--- src/rtl/ram_arbiter.sv ---
// Two-master arbiter for the single data-RAM port: core (C) has priority, while D is
// guaranteed a grant after MAX_WAIT consecutive losses. Read data is routed back to its owner.
module ram_arbiter #(
  parameter int unsigned AW       = 32,
  parameter int unsigned DW       = 32,
  parameter int unsigned MAX_WAIT = 4
) (
  input  logic            clk,
  input  logic            rst_n,
  input  logic            c_req,
  input  logic            c_we,
  input  logic [AW-1:0]   c_addr,
  input  logic [DW/8-1:0] c_sel,
  input  logic [DW-1:0]   c_wdata,
  output logic            c_ack,
  output logic            c_stall,
  output logic            c_rvalid,
  output logic [DW-1:0]   c_rdata,
  input  logic            d_req,
  input  logic            d_we,
  input  logic [AW-1:0]   d_addr,
  input  logic [DW/8-1:0] d_sel,
  input  logic [DW-1:0]   d_wdata,
  output logic            d_ack,
  output logic            d_rvalid,
  output logic [DW-1:0]   d_rdata,
  output logic            ram_ce,
  output logic            ram_we,
  output logic [AW-1:0]   ram_addr,
  output logic [DW/8-1:0] ram_sel,
  output logic [DW-1:0]   ram_wdata,
  input  logic [DW-1:0]   ram_rdata
);

  localparam int unsigned CW = 4;

  typedef enum logic [1:0] {IDLE, RD_C, RD_D} state_t;

  state_t        state_q, state_d;
  logic [CW-1:0] wait_q, wait_d;
  logic          wait_full;
  logic          c_gnt, d_gnt;

  assign wait_full = (wait_q == CW'(MAX_WAIT));

  // Grant and RAM-port mux; grants are forced low while reset is asserted
  always_comb begin
    d_gnt     = rst_n & d_req & (~c_req | wait_full);
    c_gnt     = rst_n & c_req & ~d_gnt;
    ram_ce    = 1'b0;
    ram_we    = 1'b0;
    ram_addr  = '0;
    ram_sel   = '0;
    ram_wdata = '0;
    if (d_gnt) begin
      ram_ce    = 1'b1;
      ram_we    = d_we;
      ram_addr  = d_addr;
      ram_sel   = d_sel;
      ram_wdata = d_wdata;
    end else if (c_gnt) begin
      ram_ce    = 1'b1;
      ram_we    = c_we;
      ram_addr  = c_addr;
      ram_sel   = c_sel;
      ram_wdata = c_wdata;
    end
  end

  assign c_ack   = c_gnt;
  assign d_ack   = d_gnt;
  assign c_stall = c_req & ~c_gnt;

  // Next-state: starvation counter and read-return owner
  always_comb begin
    wait_d  = '0;
    state_d = IDLE;
    if (d_req && !d_gnt) begin
      wait_d = wait_full ? wait_q : wait_q + CW'(1);
    end
    if (c_gnt && !c_we) begin
      state_d = RD_C;
    end else if (d_gnt && !d_we) begin
      state_d = RD_D;
    end
  end

  always_ff @(posedge clk or negedge rst_n) begin
    if (!rst_n) begin
      state_q <= IDLE;
      wait_q  <= '0;
    end else begin
      state_q <= state_d;
      wait_q  <= wait_d;
    end
  end

  assign c_rvalid = (state_q == RD_C);
  assign d_rvalid = (state_q == RD_D);
  assign c_rdata  = c_rvalid ? ram_rdata : '0;
  assign d_rdata  = d_rvalid ? ram_rdata : '0;

endmodule

--- config.mk ---
export PLATFORM = sky130hd
export DESIGN_NAME = ram_arbiter
export DESIGN_NICKNAME = d
export VERILOG_FILES = /design/src/rtl/ram_arbiter.sv
export SDC_FILE = /design/constraint.sdc
export NUM_CORES = 1
export LEC_CHECK = 0
export BUFFER_PORTS_ARGS = -buffer_cell sky130_fd_sc_hd__buf_4
export CORE_AREA = 2 2 120 122
export CTS_CLUSTER_DIAMETER = 30
export DETAILED_ROUTE_END_ITERATION = 12
export DIE_AREA = 0 0 122 124
export PLACE_DENSITY = 0.48
export REMOVE_ABC_BUFFERS = 1
export SYNTH_ARGS = -nofsm -noshare
export SYNTH_HDL_FRONTEND = slang
export SYNTH_SLANG_ARGS = --single-unit
--- constraint.sdc ---
create_clock -name clk -period 4.4 [get_ports clk]
set_clock_uncertainty 0.2 [all_clocks]
set_input_delay 0.88 -clock clk [delete_from_list [all_inputs] [get_ports clk]]
set_output_delay 0.88 -clock clk [all_outputs]
set_load 0.005 [all_outputs]
### After elaboration in Yosys (flattened, before gate mapping)

Index checks and enable logic that the tools add are counted.

| cells by class | value |
|---|---|
| $add $sub $neg | 1 |
| bitwise gates (word level) | 9 |
| equality and inequality tests | 4 |
| reduce and logical (&&, ||, !) cells | 6 |
| mux-type cells | 16 |

Operators with widths:

| operator | number |
|---|---|
| 2-to-1 mux 32 bit | 6 |
| 2-to-1 mux 4 bit | 4 |
| bitwise AND 1 bit | 5 |
| adder 4 x 1 -> 4 bit, second input constant | 1 |
| equality test 4 x 3 -> 1 bit, second input constant | 1 |
| 2-to-1 mux 1 bit | 4 |
| 2-to-1 mux 2 bit | 2 |
| logical AND 1 bit | 3 |
| zero test 1 bit | 3 |
| NOT 1 bit | 3 |
| equality test 2 x 1 -> 1 bit, second input constant | 1 |
| equality test 2 bit, second input constant | 1 |
| inequality test 2 bit, second input constant | 1 |
| bitwise OR 1 bit | 1 |

| storage, ports and cells | value |
|---|---|
| input bits | 174 |
| word-level logic and storage cells | 38 |
| output and inout bits | 139 |
| register bits | 6 |

### Depth between registers and ports, before layout

| logic depth | value |
|---|---|
| depth after elaboration | 7 |
| depth in mapped cells | 6 |
| gate-level depth less buffers | 5 |

### Least setup slack after synthesis

OpenSTA, ideal clock, no wires.

| timing | value |
|---|---|
| kind | in2out |
| start point | in c_req |
| end point | out ram_addr[16] |
| cell stages on the path | 4 |
| arrival | 1.525 ns |
| required time | 3.320 ns |
| path slack | 1.795 ns |
| cell sequence | nand2_1 a21oi_4 buf_6 a22o_1 |

| on the way | value |
|---|---|
| longest elaborated chain between the ends | 7 |
| elaborated cells between the ends (all ways) | 8 |
| those cells by class | 2 x mux; 6 x bitwise |

Ends and longest elaborated chain:

| element | RTL line | text |
|---|---|---|
| start, declared | 10 | `input logic c_req,` |
| NOT 1 bit | 48 | `d_gnt = rst_n & d_req & (~c_req \| wait_full);` |
| bitwise OR 1 bit | 48 |  |
| bitwise AND 1 bit | 48 |  |
| NOT 1 bit | 49 | `c_gnt = rst_n & c_req & ~d_gnt;` |
| bitwise AND 1 bit (*) | 49 |  |
| net c_ack | 15 | `output logic c_ack,` |
| 2-to-1 mux 32 bit (*) | 61 | `end else if (c_gnt) begin` |
| 2-to-1 mux 32 bit (*) | 55 | `if (d_gnt) begin` |
| end, declared | 29 | `output logic [AW-1:0] ram_addr,` |

Mark *: on every way through the listed nets, which the timed path passes. The rest lies on a longest branch.

### Final worst setup path

| timing | value |
|---|---|
| start point | reg wait_q[0] |
| end point | out ram_addr[16] |

| on the way | value |
|---|---|
| longest elaborated chain between the ends | 7 |

Ends and longest elaborated chain:

| element | RTL line | text |
|---|---|---|
| start, declared | 40 | `logic [CW-1:0] wait_q, wait_d;` |
| start signal, assigned | 94 | `wait_q <= wait_d;` |
| equality test 4 x 3 -> 1 bit (*) | 44 | `assign wait_full = (wait_q == CW'(MAX_WAIT));` |
| bitwise OR 1 bit (*) | 48 |  |
| bitwise AND 1 bit (*) | 48 |  |
| NOT 1 bit | 49 |  |
| bitwise AND 1 bit | 49 |  |
| 2-to-1 mux 32 bit | 61 |  |
| 2-to-1 mux 32 bit (*) | 55 |  |

Mark *: on every way between the ends. The rest lies on a longest branch, timed or not.

==> flow_summary.json <==
{
  "status": "finished, final reports clean",
  "die_w_um": 122,
  "ff2ff_setup_slack_ns": 2.29,
  "cts_buffer_depth": 2,
  "synth.most_common_cell": "a22o_1",
  "synth_edf_count": 0,
  "gp_routability_congestion": 0.861,
  "grt_pass1_wl_um": 13500,
  "die_h_um": 124,
  "yosysSeqAreaShare_pct": 9.93,
  "clk_pin_slew_ns": 0.03,
  "num_antenna_cells": 0,
  "vias": 2664,
  "syn2layout_area_growth_pct": 167,
  "hold_viol_final": 0,
  "crit_top_cell": "buf_4",
  "root_buffer": "clkbuf_16",
  "critPathCaptureType": "output pin",
  "drv_slew": 0,
  "cp_slowest_stage_delay_ns": 0.58,
  "finalCritPeriodShare_pct": 76.6,
  "nNetsFinal": 665,
  "grt_pass1_vias": 2429,
  "hold_buffers": 0,
  "rows": 43,
  "cts_resized": 0,
  "numClockSinks": 6,
  "core_um2": 13700,
  "yosysTopAreaCell": "a22o_1",
  "r2r-end": "state_q[1]$_DFF_PN0_",
  "finalCriticalPeriod_ns": 3.37,
  "cap_viol_max_count": 0,
  "hold_ws_ns": 0.267,
  "placement.cell_area_um2": 3970,
  "post-route-util_pct": 29.5,
  "worstPathCellList": "inv_1 -> ha_1 -> nand3b_1 -> a21oi_4 -> buf_4 -> a22o_1 -> buf_4",
  "powerDensity_nw_per_um2": 128,
  "rsz0062_at_grt": "no",
  "insertion_delay_ns": 0.23,
  "async_flop_share_pct": 100,
  "yosys-top-cells-count": "a22o_1, and2_1, buf_6, clkbuf_1, dfrtp_1",
  "place_hpwl_um": 8930,
  "drive_gt1_share_pct": 66.5,
  "drt-initial-drc-count": 54,
  "nFillCells": 1485,
  "htree_levels": 1,
  "cts_buffers": 3,
  "p_leak_nw": 2.27,
  "io_pins": 313,
  "post_cts_buffers": 0,
  "synth_warnings": 0,
  "crit_type": "reg -> out",
  "setup_tns_ns": 0,
  "netlist_instances": 188,
  "max_freq_mhz": 297,
  "initial_core_util_pct": 11.0,
  "slowest_stage": "buf_4",
  "drcViolationCount": 0,
  "synth_area_um2": 1510,
  "ys_ff_latch": 6,
  "required_ns": 3.32,
  "final_antenna_net_count": 0,
  "synth_top_area_share_pct": 40.0,
  "worst_pin_slew_ns": 0.734,
  "crit_fanout": 71,
  "cp.arrival_ns": 2.29,
  "grt_start_max_net_pins": 73,
  "dieArea_um2": 15100,
  "syn_avg_cell_area_um2": 8.05,
  "peakVddDrop_mv": 0.104,
  "setup_viol": 0,
  "min_path_type": "in -> async",
  "synthTopCellsByArea": "a22o_1, and2_1, dfrtp_1, buf_6, a21oi_4",
  "final_area_um2": 4040,
  "grt_overflow_total": 0,
  "reg2reg_depth": 6,
  "firstDrtPassIters": 4,
  "wl_per_cell_um": 15.3,
  "synth_cell_types": 22,
  "crit_path_start_kind": "register",
  "cts_tree": "done",
  "wl_um": 10200,
  "synth_ff_type": "dfrtp_1",
  "totalPowerFinal_w": 0.000519,
  "grt_usage_pct": 11.5,
  "slew_headroom_pct": 51.1,
  "port_buffers": 312,
  "antenna_found_initial": 0,
  "rr_startpoint": "wait_q[0]$_DFFE_PN0P_",
  "viasPerCell": 3.99
}
==> per-layer routing <==
| layer | vias to the layer above | share of wire [%] | track usage, % |
|---|---|---|---|
| li1 | 1293 | - | - |
| met1 | 1186 | 35 | 12.3 |
| met2 | 179 | 51 | 21.9 |
| met3 | 6 | 14 | 4.67 |
| met4 | 0 | 0.93 | 1.44 |
| met5 | - | 0 | 0 |
==> kinds of logic (layout without fill, tap and decap cells) <==
kind of cell / after synthesis / in the layout / synth area share, %
xor+xnor: 2 / 2 / 1.16
flops: 6 / 6 / 9.93
compound gates: 73 / 73 / 42.9
fa+ha+maj: 2 / 2 / 1.65
simple gates: 80 / 80 / 32.8
buf+inv: 23 / 322 / 10.1
mux: 2 / 2 / 1.49
==> worst max-delay path, delay by kind of cell (launching register included) <==
family,cells,cell delay [ns]
buf+inv,3,0.78
compound gates,2,0.47
flops,1,0.41
fa+ha+maj,1,0.19
simple gates,1,0.19
==> state kept, by name, indices dropped and copies added (netlist names) <==
signal   flops
wait_q       4
state_q      2
==> worst max path at each step <==
stage,start,end,slack (ns),depth (start not counted)
detailed placement,rst_n,ram_addr[16],1.04,6
global route,wait_q[0]$_DFFE_PN0P_,ram_addr[15],0.85,7
CTS,wait_q[0]$_DFFE_PN0P_,ram_addr[16],1.0,7
global placement,rst_n,ram_addr[20],1.04,6
floorplan,d_req,ram_addr[0],1.17,3
finish,wait_q[0]$_DFFE_PN0P_,ram_addr[16],1.03,7
==> power by group <==
part	switching (W)	internal [W]
clock	0.0000286	0.000116
combinational	0.000109	0.000204
sequential	0.00000281	0.0000584
==> final cells by class <==
cell class | count | area [um^2] | area share (%)
well taps | 180 | 225 | 5.57
multi-input cells | 159 | 1210 | 29.9
inverters | 3 | 11.3 | 0.278
flip-flops and latches | 6 | 150 | 3.71
repair buffers | 316 | 2370 | 58.7
clock buffers | 3 | 75.1 | 1.86
==> through the flow <==
| step | instances | worst slack, ns |
|---|---|---|
| global placement | 664 | 1.04 |
| global route | 667 | 0.847 |
| CTS | 667 | 0.999 |
| finish | 667 | 1.03 |
| detailed placement | 664 | 1.04 |
| floorplan | 168 | 1.17 |
==> cell usage in the layout (no fill, tap or decap), drive strengths merged <==
cell    Yosys  layout
a21oi       2       2
mux2        2       2
xnor2       2       2
o21a        1       1
and3b       1       1
and3        4       4
o21ai       1       1
nand3b      1       1
nand3       1       1
buf        14     316
nor2        2       2
clkbuf      6       3
inv         3       3
dfrtp       6       6
and2b       1       1
nor2b       3       3
a22o       69      69
ha          2       2
nand2       3       3
and2       64      64
(Power assumes the default switching activity.)
